`config.mk`:
```
export PLATFORM = sky130hd
export DESIGN_NAME = pipeline_hazard_ctrl
export DESIGN_NICKNAME = d
export VERILOG_FILES = /design/src/rtl/pipeline_hazard_ctrl.sv
export SDC_FILE = /design/constraint.sdc
export NUM_CORES = 1
export LEC_CHECK = 0
export ABC_AREA = 0
export CAP_MARGIN = 20
export CORE_MARGIN = 4
export CORE_UTILIZATION = 34
export DETAILED_ROUTE_END_ITERATION = 8
export HOLD_SLACK_MARGIN = 0.03
export PLACE_DENSITY = 0.57
export RECOVER_POWER = 100
export SLEW_MARGIN = 20
export SYNTH_ARGS = -nofsm -noshare
export SYNTH_HDL_FRONTEND = slang
export SYNTH_SLANG_ARGS = --single-unit
```
`constraint.sdc`:
```
create_clock -name CLK -period 4.8 [get_ports CLK]
set_input_delay 0.72 -clock CLK [delete_from_list [all_inputs] [get_ports CLK]]
set_output_delay 0.72 -clock CLK [all_outputs]
set_load 0.02 [all_outputs]
```
`src/rtl/pipeline_hazard_ctrl.sv`:
```
// Pipeline sequencer: per-stage write enables and bubble flushes from memory
// handshakes, load-use hazards, jumps, taken branches and halt.
module pipeline_hazard_ctrl #(
  parameter int unsigned CNT_W     = 16,
  parameter int unsigned DWAIT_MAX = 255
) (
  input  logic             CLK,
  input  logic             nRST,
  input  logic             ihit,
  input  logic             dhit,
  input  logic [4:0]       idrsel1,
  input  logic [4:0]       idrsel2,
  input  logic             excuDRE,
  input  logic             exWEN,
  input  logic [4:0]       exwsel,
  input  logic             memcuDRE,
  input  logic             memcuDWE,
  input  logic             mem_brnch_taken,
  input  logic             id_jump,
  input  logic             mem_halt,
  output logic             pcWEN,
  output logic             ifW,
  output logic             idW,
  output logic             exW,
  output logic             memW,
  output logic             ifFLUSH,
  output logic             idFLUSH,
  output logic             exFLUSH,
  output logic             halt,
  output logic             dmem_timeout,
  output logic [CNT_W-1:0] stall_cnt,
  output logic [CNT_W-1:0] flush_cnt
);

  localparam int unsigned WAIT_W = $clog2(DWAIT_MAX + 1);

  typedef enum logic [1:0] {RUN, DWAIT, HALTED} state_t;

  state_t            state, state_nx;
  logic              dmem_pend;
  logic              load_use;
  logic              branch_fire;
  logic              waiting;
  logic [WAIT_W-1:0] wait_cnt;
  logic [WAIT_W-1:0] wait_inc;

  assign dmem_pend = (memcuDRE | memcuDWE) & ~dhit;
  assign load_use  = excuDRE & exWEN & (exwsel != 5'd0) &
                     ((exwsel == idrsel1) | (exwsel == idrsel2));
  // A pending access in the first RUN cycle already counts toward the watchdog
  assign waiting   = (state != HALTED) & dmem_pend;
  assign wait_inc  = (wait_cnt == WAIT_W'(DWAIT_MAX)) ? wait_cnt : wait_cnt + 1'b1;

  always_ff @(posedge CLK or negedge nRST) begin
    if (!nRST) begin
      state        <= RUN;
      halt         <= 1'b0;
      dmem_timeout <= 1'b0;
      wait_cnt     <= '0;
      stall_cnt    <= '0;
      flush_cnt    <= '0;
    end else begin
      state <= state_nx;
      halt  <= (state_nx == HALTED);
      if (waiting) begin
        wait_cnt <= wait_inc;
        if (wait_inc == WAIT_W'(DWAIT_MAX)) dmem_timeout <= 1'b1;
      end else begin
        wait_cnt <= '0;
      end
      if ((state != HALTED) && !pcWEN && (stall_cnt != '1))
        stall_cnt <= stall_cnt + 1'b1;
      if (branch_fire && (flush_cnt != '1))
        flush_cnt <= flush_cnt + 1'b1;
    end
  end

  // Next state plus priority-ordered Mealy control outputs
  always_comb begin
    state_nx    = state;
    pcWEN       = 1'b0;
    ifW         = 1'b0;
    idW         = 1'b0;
    exW         = 1'b0;
    memW        = 1'b0;
    ifFLUSH     = 1'b0;
    idFLUSH     = 1'b0;
    exFLUSH     = 1'b0;
    branch_fire = 1'b0;

    case (state)
      HALTED: state_nx = HALTED;
      default: begin
        if (mem_halt && !dmem_pend) state_nx = HALTED;
        else if (dmem_pend)         state_nx = DWAIT;
        else                        state_nx = RUN;
      end
    endcase

    if (state == HALTED || dmem_pend) begin
      pcWEN = 1'b0;
    end else if (mem_brnch_taken) begin
      pcWEN       = 1'b1;
      {ifW, idW, exW, memW}       = 4'b1111;
      {ifFLUSH, idFLUSH, exFLUSH} = 3'b111;
      branch_fire = 1'b1;
    end else if (load_use) begin
      {idW, exW, memW} = 3'b111;
      idFLUSH          = 1'b1;
    end else if (id_jump) begin
      pcWEN   = ihit;
      {ifW, idW, exW, memW} = 4'b1111;
      ifFLUSH = 1'b1;
    end else if (!ihit) begin
      {ifW, idW, exW, memW} = 4'b1111;
      ifFLUSH = 1'b1;
    end else begin
      pcWEN = 1'b1;
      {ifW, idW, exW, memW} = 4'b1111;
    end
  end

endmodule

```
==> results of run 1 <==
## metrics by stage
step                hold slack (ns)  setup slack (ns)  total power [mW]  std cells  utilization [%]
floorplan                     0.424              1.74             0.418        225                -
global placement              0.455              1.03             0.467        362             46.7
detailed placement            0.459              1.01             0.467        362             46.7
CTS                           0.479              1.01             0.779        370             48.7
global route                  0.505             0.828             0.797        370             48.0
finish                        0.467             0.988             0.761        370             48.0
## critical path: stages
cell	delay, ns
clkdlybuf4s50_1	0.47
or4_1	0.57
o211ai_2	0.17
nand2b_1	0.18
o21a_1	0.14
a21boi_0	0.15
dlygate4sd3_1	0.69
## layout make-up
type | instances | share of cell area [%]
Multi-Input combinational cell | 171 | 35.6
Sequential cell | 44 | 35.5
Timing Repair Buffer | 67 | 21.4
Clock buffer | 7 | 3.10
Tap cell | 77 | 3.10
Clock inverter | 1 | 0.968
Inverter | 3 | 0.363
## synthesized netlist by cell type (2+ instances only)
| library cell | number | share of area [%] |
|---|---|---|
| a21boi_0 | 2 | 0.65 |
| a21oi_1 | 3 | 0.65 |
| a31oi_1 | 2 | 0.54 |
| and2_1 | 3 | 0.81 |
| and3_1 | 6 | 1.6 |
| and4_1 | 4 | 1.5 |
| buf_4 | 4 | 1.3 |
| dfrtp_1 | 44 | 48 |
| ha_1 | 3 | 1.6 |
| inv_1 | 3 | 0.49 |
| mux2i_1 | 2 | 0.87 |
| nand2_1 | 16 | 2.6 |
| nand2b_1 | 5 | 1.4 |
| nand3_1 | 18 | 3.9 |
| nand4_1 | 9 | 2.4 |
| nor2_1 | 21 | 3.4 |
| nor2b_1 | 2 | 0.54 |
| nor3_1 | 9 | 2.0 |
| nor3b_1 | 2 | 0.65 |
| nor4_1 | 2 | 0.54 |
| o21ai_0 | 3 | 0.65 |
| or2_2 | 2 | 0.54 |
| xnor2_1 | 23 | 8.7 |
| xor2_1 | 19 | 7.2 |
## placed cells by master, fill, tap and decap left out, types with 2 or more instances in the layout
master | Yosys | routed
or2_2 | 2 | 2
inv_1 | 3 | 3
a31oi_1 | 2 | 3
nand4_1 | 9 | 9
nor2b_1 | 2 | 3
clkdlybuf4s50_1 | 0 | 24
a21oi_1 | 3 | 5
mux2i_1 | 2 | 2
nor4_1 | 2 | 2
o21ai_0 | 3 | 3
and2_0 | 0 | 2
dlygate4sd3_1 | 0 | 42
dfrtp_1 | 44 | 44
nor2_1 | 21 | 21
nand2b_1 | 5 | 5
nor3b_1 | 2 | 2
nand3_1 | 18 | 18
xor2_1 | 19 | 19
nor3_1 | 9 | 10
nand2_1 | 16 | 16
mux2_2 | 1 | 2
xnor2_1 | 23 | 23
ha_1 | 3 | 3
and4_1 | 4 | 4
and3_1 | 6 | 6
clkbuf_8 | 0 | 7
a21boi_0 | 2 | 2
## cells by family after synthesis
family                     Yosys count
xor gates and xnor gates            42
DFF                                 44
and+or+nand+nor                    103
muxes                                4
buffers and inverters               10
AOI/OAI and AO/OA                   19
adders and majority gates            3
## sequential cells by signal, indices dropped and copies added (netlist names)
| name | flops |
|---|---|
| flush_cnt | 16 |
| stall_cnt | 16 |
| wait_cnt | 8 |
| halt | 1 |
| state | 2 |
| dmem_timeout | 1 |
## power breakdown
group          total [mW]  internal, mW  switching, mW
combinational      0.0690        0.0366         0.0324
clock               0.306         0.184          0.122
sequential          0.386         0.377        0.00857
## layer usage
metal | vias up | track usage (%) | part of all wire, %
met5 | - | 0 | 0
met4 | 0 | 3.44 | 0.92
met3 | 5 | 4.75 | 6.4
met2 | 52 | 20.8 | 44
met1 | 875 | 18.3 | 48
li1 | 909 | - | -
## worst min path at each step
| stage | endpoint | slack, ns | cells after the start |
|---|---|---|---|
| 2_1_floorplan | dmem_timeout | 0.42 | 0 |
| 3_3_place_gp | dmem_timeout | 0.45 | 1 |
| 3_5_place_dp | dmem_timeout | 0.46 | 1 |
| 4_1_cts | dmem_timeout | 0.48 | 1 |
| 5_1_grt | dmem_timeout | 0.51 | 1 |
| 6_report | dmem_timeout | 0.47 | 1 |
==> run summary, run 1 <==
outcome: finished with violations
failing checks: capacitance limit, slew limit
dpl hpwl: 4020 um
Die X-Extent: 90.4 um
H-tree depth: 2
Slew headroom: -55.2%
Final Routed Wirelength: 5310 um
CTS Hold Bufs: 0
ANT cells: 0
class of the worst hold path: flop to flop
Top-Level Pins: 68
beginning of the critical path: exwsel[1]
actual slew at the worst max-slew pin: 2.33 ns
clk sinks: 44
Crit Reg-Reg Endpoint: stall_cnt[1]
critical-path maximum fanout: 3
vias per cell: 4.98
Post-DRT Antenna Nets: 0
drt wl/cell: 14.4 um
Final period util: 79.4%
Remaining Overflow, GRT: 0
die area: 8170 um^2
type of origin of the critical path: primary input
post-synthesis adder-cell area fraction: 1.63%
setup bufs post-CTS: 0
number of global-route vias before repair: 1842
Worst VDD drop: 0.146 mV
Cell Area, Placed: 3020 um^2
first-pass GRT wire length: 9100 um
max-capacitance violation count: 1
endpoints failing setup: 0
Initial DRC Count: 107
synth warn: 0
synthesized area per cell: 10.3 um^2
Seq/Total Area, Yosys: 47.7%
Crit Path Category: primary input to output port
share of layout cells above drive strength 1: 4.78%
pin count of the biggest net entering global routing: 45
effective utilization at floorplan: 35.7%
deepest clock path buffer count: 2
Seq. cell area: 1100 um^2
GRT Util Overall: 13.6%
P_leak: 1.43 nW
worst r2r src: state[0]
FF-to-FF setup slack: 2.22 ns
Highest Clock Rate: 262 MHz
Post-synth EDFFs: 0
CTS-repair resized insts: 0
clk_lat worst skew: 0.29 ns
Vias: 1841
Compound-Gate Fraction of Synth Area: 6.67%
CTS Root Cell: clkbuf_8
TNS Setup: 0 ns
post-layout instance area: 3100 um^2
final hold violation count: 0
final net count: 321
#FFs+latches synth: 44
Synth Area in Simple Gates: 23.4%
Rows: 29
DRC viols: 0
routability cong.: 0.779
ys flop type: dfrtp_1
Syn Inst Count: 225
die height: 90.4 um
Syn Nets: 254
reg2reg path depth: 6
area occupied by multi-input gates: 1100 um^2
max-slew violation count: 45
Worst setup EP type: output port
area of the core: 6460 um^2
Fin Clk Skew: 0.00726 ns
antenna violations before repair: 0
Synth cell types: 42
largest family of logic cells by synthesized area: simple AND/OR/NAND/NOR gates
fillers: 632
Layout area overhead: 34.5%
cell area power density: 245 nW/um^2
CTS tree: built
port buffer count: 67
Critical Path AT: 3.09 ns
mux cell area share after synthesis: 2.01%
CTS clk-pin slew, worst paths: 0.08 ns
Worst EP required: 4.08 ns
Mapped Area: 2310 um^2
RSZ-0062 raised after global routing: no
Async S/R FF share, synth: 100%
XOR/XNOR Fraction of Synth Area: 15.9%
TritonCTS Buffers: 5
Final min period: 3.81 ns
DRT Pass-1 Iters: 4
hold_sp: dmem_timeout
crit path to: ifFLUSH
(Power assumes the default switching activity.)
==> run 2: changes to the inputs <==
PLACE_DENSITY = 0.59   (was 0.57)
clock period = 3.2 ns   (was 4.8 ns; I/O delays follow)
==> run 2 against run 1 <==
The flow still finishes with violations (capacitance limit, slew limit). Power rose by 46%. Largest cell class unchanged. Flip-flop and latch count did not move. Via count rose by 2.2%. Sequential share of layout area fell by 0.24 points. Global-route usage rose by 1.0 points. Combinational power rose by 58%. Non-clock buffer count rose by 9. Critical path type unchanged. Highest routed layer unchanged. Routed wire length rose by 2.5%. Clock power rose by 37%.
==> run summary, run 2 (synthesis results as in run 1) <==
outcome: finished with violations (unchanged)
failing checks: capacitance limit, slew limit (unchanged)
P_leak: 1.44 nW (was 1.43 nW)
Rows: 29 (unchanged)
Slew headroom: -56.3% (was -55.2%)
reg2reg path depth: 7 (was 6)
number of global-route vias before repair: 1967 (was 1842)
final cell count without fillers: 379 (was 370)
H-tree depth: 2 (unchanged)
pin count of the biggest net entering global routing: 45 (unchanged)
post-layout instance area: 3120 um^2 (was 3100 um^2)
number of instances in the placed design: 371 (was 362)
area occupied by multi-input gates: 1110 um^2 (was 1100 um^2)
CTS clk-pin slew, worst paths: 0.08 ns (about the same)
Worst VDD drop: 0.212 mV (was 0.146 mV)
delay-heaviest family, CP: buffers and inverters (unchanged)
P_sw: 251 uW (was 163 uW)
Combinational Power Share: 9.9% (was 9.1%)
Worst Hold Path EP: dmem_timeout (unchanged)
antenna violations before repair: 0 (unchanged)
Worst setup EP type: output port (unchanged)
Layout area overhead: 35.4% (was 34.5%)
CTS tree: built (unchanged)
endpoints failing setup: 0 (unchanged)
clk_lat worst skew: 0.29 ns (about the same)
hold_sp: dmem_timeout (unchanged)
P_int: 857 uW (was 598 uW)
Crit path largest cell delay: 0.55 ns (was 0.69 ns)
TritonCTS Buffers: 5 (unchanged)
hold_ws: 0.465 ns (was 0.467 ns)
die area: 8170 um^2 (unchanged)
effective utilization at floorplan: 35.7% (unchanged)
FF-to-FF setup slack: 0.81 ns (was 2.22 ns)
Post-DRT Antenna Nets: 0 (unchanged)
Final period util: 93.3%
drt wl/cell: 14.4 um (about the same)
Seq. cell area: 1100 um^2 (unchanged)
Seq pwr share: 52.2% (was 50.7%)
largest registers: flush_cnt (16), stall_cnt (16), wait_cnt (8) (unchanged)
Critical Path AT: 2.51 ns (was 3.09 ns)
beginning of the critical path: exwsel[2] (was exwsel[1])
Cell Area, Placed: 3090 um^2 (was 3020 um^2)
CP Buf/Inv Count: 2 (unchanged)
clock share of power: 37.9% (was 40.2%)
Die X-Extent: 90.4 um (unchanged)
Worst EP required: 2.72 ns (was 4.08 ns)
worst r2r src: wait_cnt[0] (was state[0])
commonest cells after routing, fill and taps aside: dfrtp_1, dlygate4sd3_1, clkdlybuf4s50_1 (unchanged)
GRT Util Overall: 14.6% (was 13.6%)
area of the core: 6460 um^2 (unchanged)
die height: 90.4 um (unchanged)
type of origin of the critical path: primary input (unchanged)
Final Core Density: 48.4% (was 48.0%)
cell area power density: 355 nW/um^2 (was 245 nW/um^2)
max-capacitance violation count: 1 (unchanged)
Final min period: 2.99 ns
switching share of power: 22.6% (was 21.5%)
Fin Clk Skew: 0.00945 ns (was 0.00726 ns)
DRC viols: 0 (unchanged)
share of layout cells above drive strength 1: 6.29% (was 4.78%)
ANT cells: 0 (unchanged)
TNS Setup: 0 ns (unchanged)
Crit Reg-Reg Endpoint: dmem_timeout (was stall_cnt[1])
DRT Pass-1 Iters: 4 (unchanged)
routability cong.: 0.761 (was 0.779)
first-pass GRT wire length: 9710 um (was 9100 um)
Remaining Overflow, GRT: 0 (unchanged)
Crit Path Category: primary input to output port (unchanged)
deepest clock path buffer count: 2 (unchanged)
actual slew at the worst max-slew pin: 2.34 ns (was 2.33 ns)
max-slew violation count: 45 (unchanged)
RSZ-0062 raised after global routing: no (unchanged)
class of the worst hold path: flop to flop (unchanged)
Initial DRC Count: 58 (was 107)
Vias: 1881 (was 1841)
commonest non-fill, non-tap cell in the layout: dfrtp_1 (unchanged)
critical path, cell by cell: clkdlybuf4s50_1 -> or4_1 -> o211ai_2 -> nand2b_1 -> o21a_1 -> a21boi_0 -> dlygate4sd2_1 (was clkdlybuf4s50_1 -> or4_1 -> o211ai_2 -> nand2b_1 -> o21a_1 -> a21boi_0 -> dlygate4sd3_1)
fillers: 633 (was 632)
final net count: 330 (was 321)
CTS Root Cell: clkbuf_8 (unchanged)
vias per cell: 4.96 (was 4.98)
dpl hpwl: 4060 um (was 4020 um)
hold path cells: 1 (unchanged)
Top-Level Pins: 68 (unchanged)
Highest Clock Rate: 335 MHz
critical-path maximum fanout: 3 (unchanged)
CTS Hold Bufs: 0 (unchanged)
CP max-delay cell: or4_1 (was dlygate4sd3_1)
final hold violation count: 0 (unchanged)
clk sinks: 44 (unchanged)
Final Routed Wirelength: 5440 um (was 5310 um)
port buffer count: 67 (unchanged)
## run 2: cell count changes in the layout (fill, tap and decap cells not counted), moves of 2 or more
cell	delta
clkbuf_1	+7
buf_4	+5
dlygate4sd3_1	-4
clkbuf_8	-2
## run 2: layer usage
| metal | vias to the layer above | part of all wire [%] | track usage (%) |
|---|---|---|---|
| met5 | - | 0 | 0 |
| met4 | 0 | 1.4 | 4.97 |
| met3 | 6 | 5.0 | 3.75 |
| met2 | 44 | 46 | 22.7 |
| met1 | 901 | 48 | 19.6 |
| li1 | 930 | - | - |
## run 2: stage by stage
step	worst slack (ns)	power, mW
2_1_floorplan	0.625	0.627
3_3_place_gp	-0.0576	0.707
3_5_place_dp	-0.0881	0.707
4_1_cts	0.0178	1.13
5_1_grt	0.0248	1.16
6_report	0.215	1.11
## run 2: power by group through the flow
stage                     Clock (mW)  Sequential [mW]  Combinational, mW
after floorplan                    0            0.600             0.0262
after global placement             0            0.590              0.117
after detailed placement           0            0.590              0.117
after CTS                      0.437            0.579              0.118
after global routing           0.461            0.581              0.120
final                          0.420            0.578              0.109
## run 2: how the worst max path moves through the flow
stage | to | slack [ns] | depth (start not counted)
final | ifFLUSH | 0.21 | 7
after floorplan | ifFLUSH | 0.62 | 5
after global placement | ifFLUSH | -0.06 | 7
after CTS | ifW | 0.02 | 7
after detailed placement | ifFLUSH | -0.09 | 7
after global routing | stall_cnt[7] | 0.02 | 9
## run 2: cell type report
cell class / instances / share of cell area [%]
multi-input cells: 171 / 35.4
flip-flops and latches: 44 / 35.2
repair buffers: 76 / 22.4
well taps: 77 / 3.08
clock buffers: 6 / 2.32
clock inverters: 2 / 1.12
inverters: 3 / 0.360
## run 2: what timing repair did
item,CTS,global route
buffers inserted,0,0
cloned,0,0
pin swaps,0,0
gates resized for setup,1,3
endpoints found under the setup margin,1,3
==> run 3: changes to the inputs <==
CORE_UTILIZATION = 35   (was 34)
CTS_BUF_LIST = sky130_fd_sc_hd__clkbuf_4 sky130_fd_sc_hd__clkbuf_8   (was unset)
PLACE_DENSITY = 0.61   (was 0.59)
==> run 3 against run 2 <==
The flow still finishes with violations (capacitance limit, slew limit). Combinational power hardly changed. First-iteration DRC count down 12%. Critical path type unchanged. Flip-flop and latch count did not move. Register-to-register slack hardly changed. Clock skew down 0.0011 ns. Die area decreased by 2.6%. Hold slack worse by 0.0012 ns. Largest power group unchanged. Non-clock buffer count shrank 1.
==> run summary, run 3 (synthesis results as in run 1) <==
Top-Level Pins: 68 (unchanged)
RSZ-0062 raised after global routing: no (unchanged)
routability cong.: 0.777 (was 0.761)
die area: 7950 um^2 (was 8170 um^2)
CTS Hold Bufs: 0 (unchanged)
Final Routed Wirelength: 5140 um (was 5440 um)
die height: 89.2 um (was 90.4 um)
Fin Clk Skew: 0.00838 ns (was 0.00945 ns)
port buffer count: 67 (unchanged)
Place WS: -0.00265 ns (was -0.0881 ns)
TNS Setup: 0 ns (unchanged)
Final WS setup: 0.172 ns (was 0.215 ns)
commonest cells after routing, fill and taps aside: dfrtp_1, dlygate4sd3_1, clkdlybuf4s50_1 (unchanged)
area of the core: 6390 um^2 (was 6460 um^2)
Post-DRT Antenna Nets: 0 (unchanged)
Die X-Extent: 89.2 um (was 90.4 um)
effective utilization at floorplan: 36.1% (was 35.7%)
max-capacitance violation count: 1 (unchanged)
CTS-repair resized insts: 1 (unchanged)
first-pass GRT wire length: 8800 um (was 9710 um)
CTS tree: built (unchanged)
antenna violations before repair: 0 (unchanged)
Worst setup EP type: output port (unchanged)
CTS Root Cell: clkbuf_8 (unchanged)
vias per cell: 4.94 (was 4.96)
DRT Pass-1 Iters: 4 (unchanged)
Rows: 29 (unchanged)
Highest Clock Rate: 330 MHz (was 335 MHz)
Final min period: 3.03 ns (was 2.99 ns)
clk_lat worst skew: 0.29 ns (about the same)
H-tree depth: 2 (unchanged)
Vias: 1866 (was 1881)
setup bufs post-CTS: 0 (unchanged)
Final period util: 94.6% (was 93.3%)
TritonCTS Buffers: 5 (unchanged)
largest registers: flush_cnt (16), stall_cnt (16), wait_cnt (8) (unchanged)
fillers: 605 (was 633)
Worst EP required: 2.72 ns (about the same)
Critical Path AT: 2.55 ns (was 2.51 ns)
final net count: 329 (was 330)
pin count of the biggest net entering global routing: 45 (unchanged)
Layout area overhead: 35.5% (was 35.4%)
Slew headroom: -56.6% (was -56.3%)
critical-path maximum fanout: 3 (unchanged)
DRC viols: 0 (unchanged)
commonest non-fill, non-tap cell in the layout: dfrtp_1 (unchanged)
clk sinks: 44 (unchanged)
ANT cells: 0 (unchanged)
drt wl/cell: 13.6 um (was 14.4 um)
failing checks: capacitance limit, slew limit (unchanged)
GRT Util Overall: 13.9% (was 14.6%)
type of origin of the critical path: primary input (unchanged)
CTS clk-pin slew, worst paths: 0.08 ns (about the same)
deepest clock path buffer count: 2 (unchanged)
P_leak: 1.44 nW (about the same)
actual slew at the worst max-slew pin: 2.35 ns (was 2.34 ns)
final hold violation count: 0 (unchanged)
class of the worst hold path: flop to flop (unchanged)
Worst VDD drop: 0.193 mV (was 0.212 mV)
outcome: finished with violations (unchanged)
Remaining Overflow, GRT: 0 (unchanged)
Initial DRC Count: 51 (was 58)
dpl hpwl: 3870 um (was 4060 um)
cell area power density: 338 nW/um^2 (was 355 nW/um^2)
Crit Path Category: primary input to output port (unchanged)
share of layout cells above drive strength 1: 6.31% (was 6.29%)
number of global-route vias before repair: 1929 (was 1967)
max-slew violation count: 45 (unchanged)
endpoints failing setup: 0 (unchanged)
run 3: layout make-up:
cell class | instances | area [um^2] | area share [%]
clock buffer | 7 | 90.1 | 2.88
clock inverter | 1 | 7.51 | 0.240
inverter | 3 | 11.3 | 0.360
multi-input combinational | 171 | 1110 | 35.7
sequential | 44 | 1100 | 35.2
tap | 77 | 96.3 | 3.08
timing repair buffer | 75 | 706 | 22.6
run 3: path summary, 6_finish.rpt:
| check | from | to | slack, ns | cells after the start |
|---|---|---|---|---|
| max | exwsel[4] | idFLUSH | 0.17 | 8 |
| min | dmem_timeout | dmem_timeout | 0.46 | 1 |
| max reg2reg | wait_cnt[0] | dmem_timeout | 0.82 | 7 |
| min reg2reg | dmem_timeout | dmem_timeout | 0.46 | 1 |
| max in group asynchronous | nRST | flush_cnt[7] | 0.97 | 1 |
| min in group asynchronous | nRST | stall_cnt[6] | 0.87 | 1 |
run 3: routing by layer:
| layer | wire [um] | global-route usage [%] | vias up |
|---|---|---|---|
| met3 | 287 | 2.76 | 5 |
| met4 | 37 | 3.25 | 0 |
| met5 | 0 | 0 | - |
| li1 | - | - | 929 |
| met2 | 2380 | 22.0 | 52 |
| met1 | 2440 | 19.6 | 880 |
run 3: critical path, stage by stage:
cell and delay, ns:
clkdlybuf4s50_1 0.47, clkbuf_1 0.15, xnor2_1 0.13, nand3_1 0.09
o22ai_1 0.26, nand2b_1 0.13, a21boi_0 0.18, clkdlybuf4s50_1 0.64
run 3: per-stage QoR:
stage | cells | power (mW) | cell area, um^2 | hold WS (ns) | util, %
floorplan | 225 | 0.627 | 2310 | 0.184 | -
global placement | 370 | 0.705 | 3080 | 0.455 | 48.2
detailed placement | 370 | 0.706 | 3080 | 0.457 | 48.2
CTS | 378 | 1.08 | 3180 | 0.379 | 49.7
global route | 378 | 1.10 | 3130 | 0.496 | 49.0
finish | 378 | 1.06 | 3130 | 0.464 | 49.0
run 3: report_power, final:
part           total [mW]  switching (mW)  internal, mW
Clock               0.369           0.185         0.184
Combinational       0.109          0.0494        0.0595
Sequential          0.578          0.0122         0.566
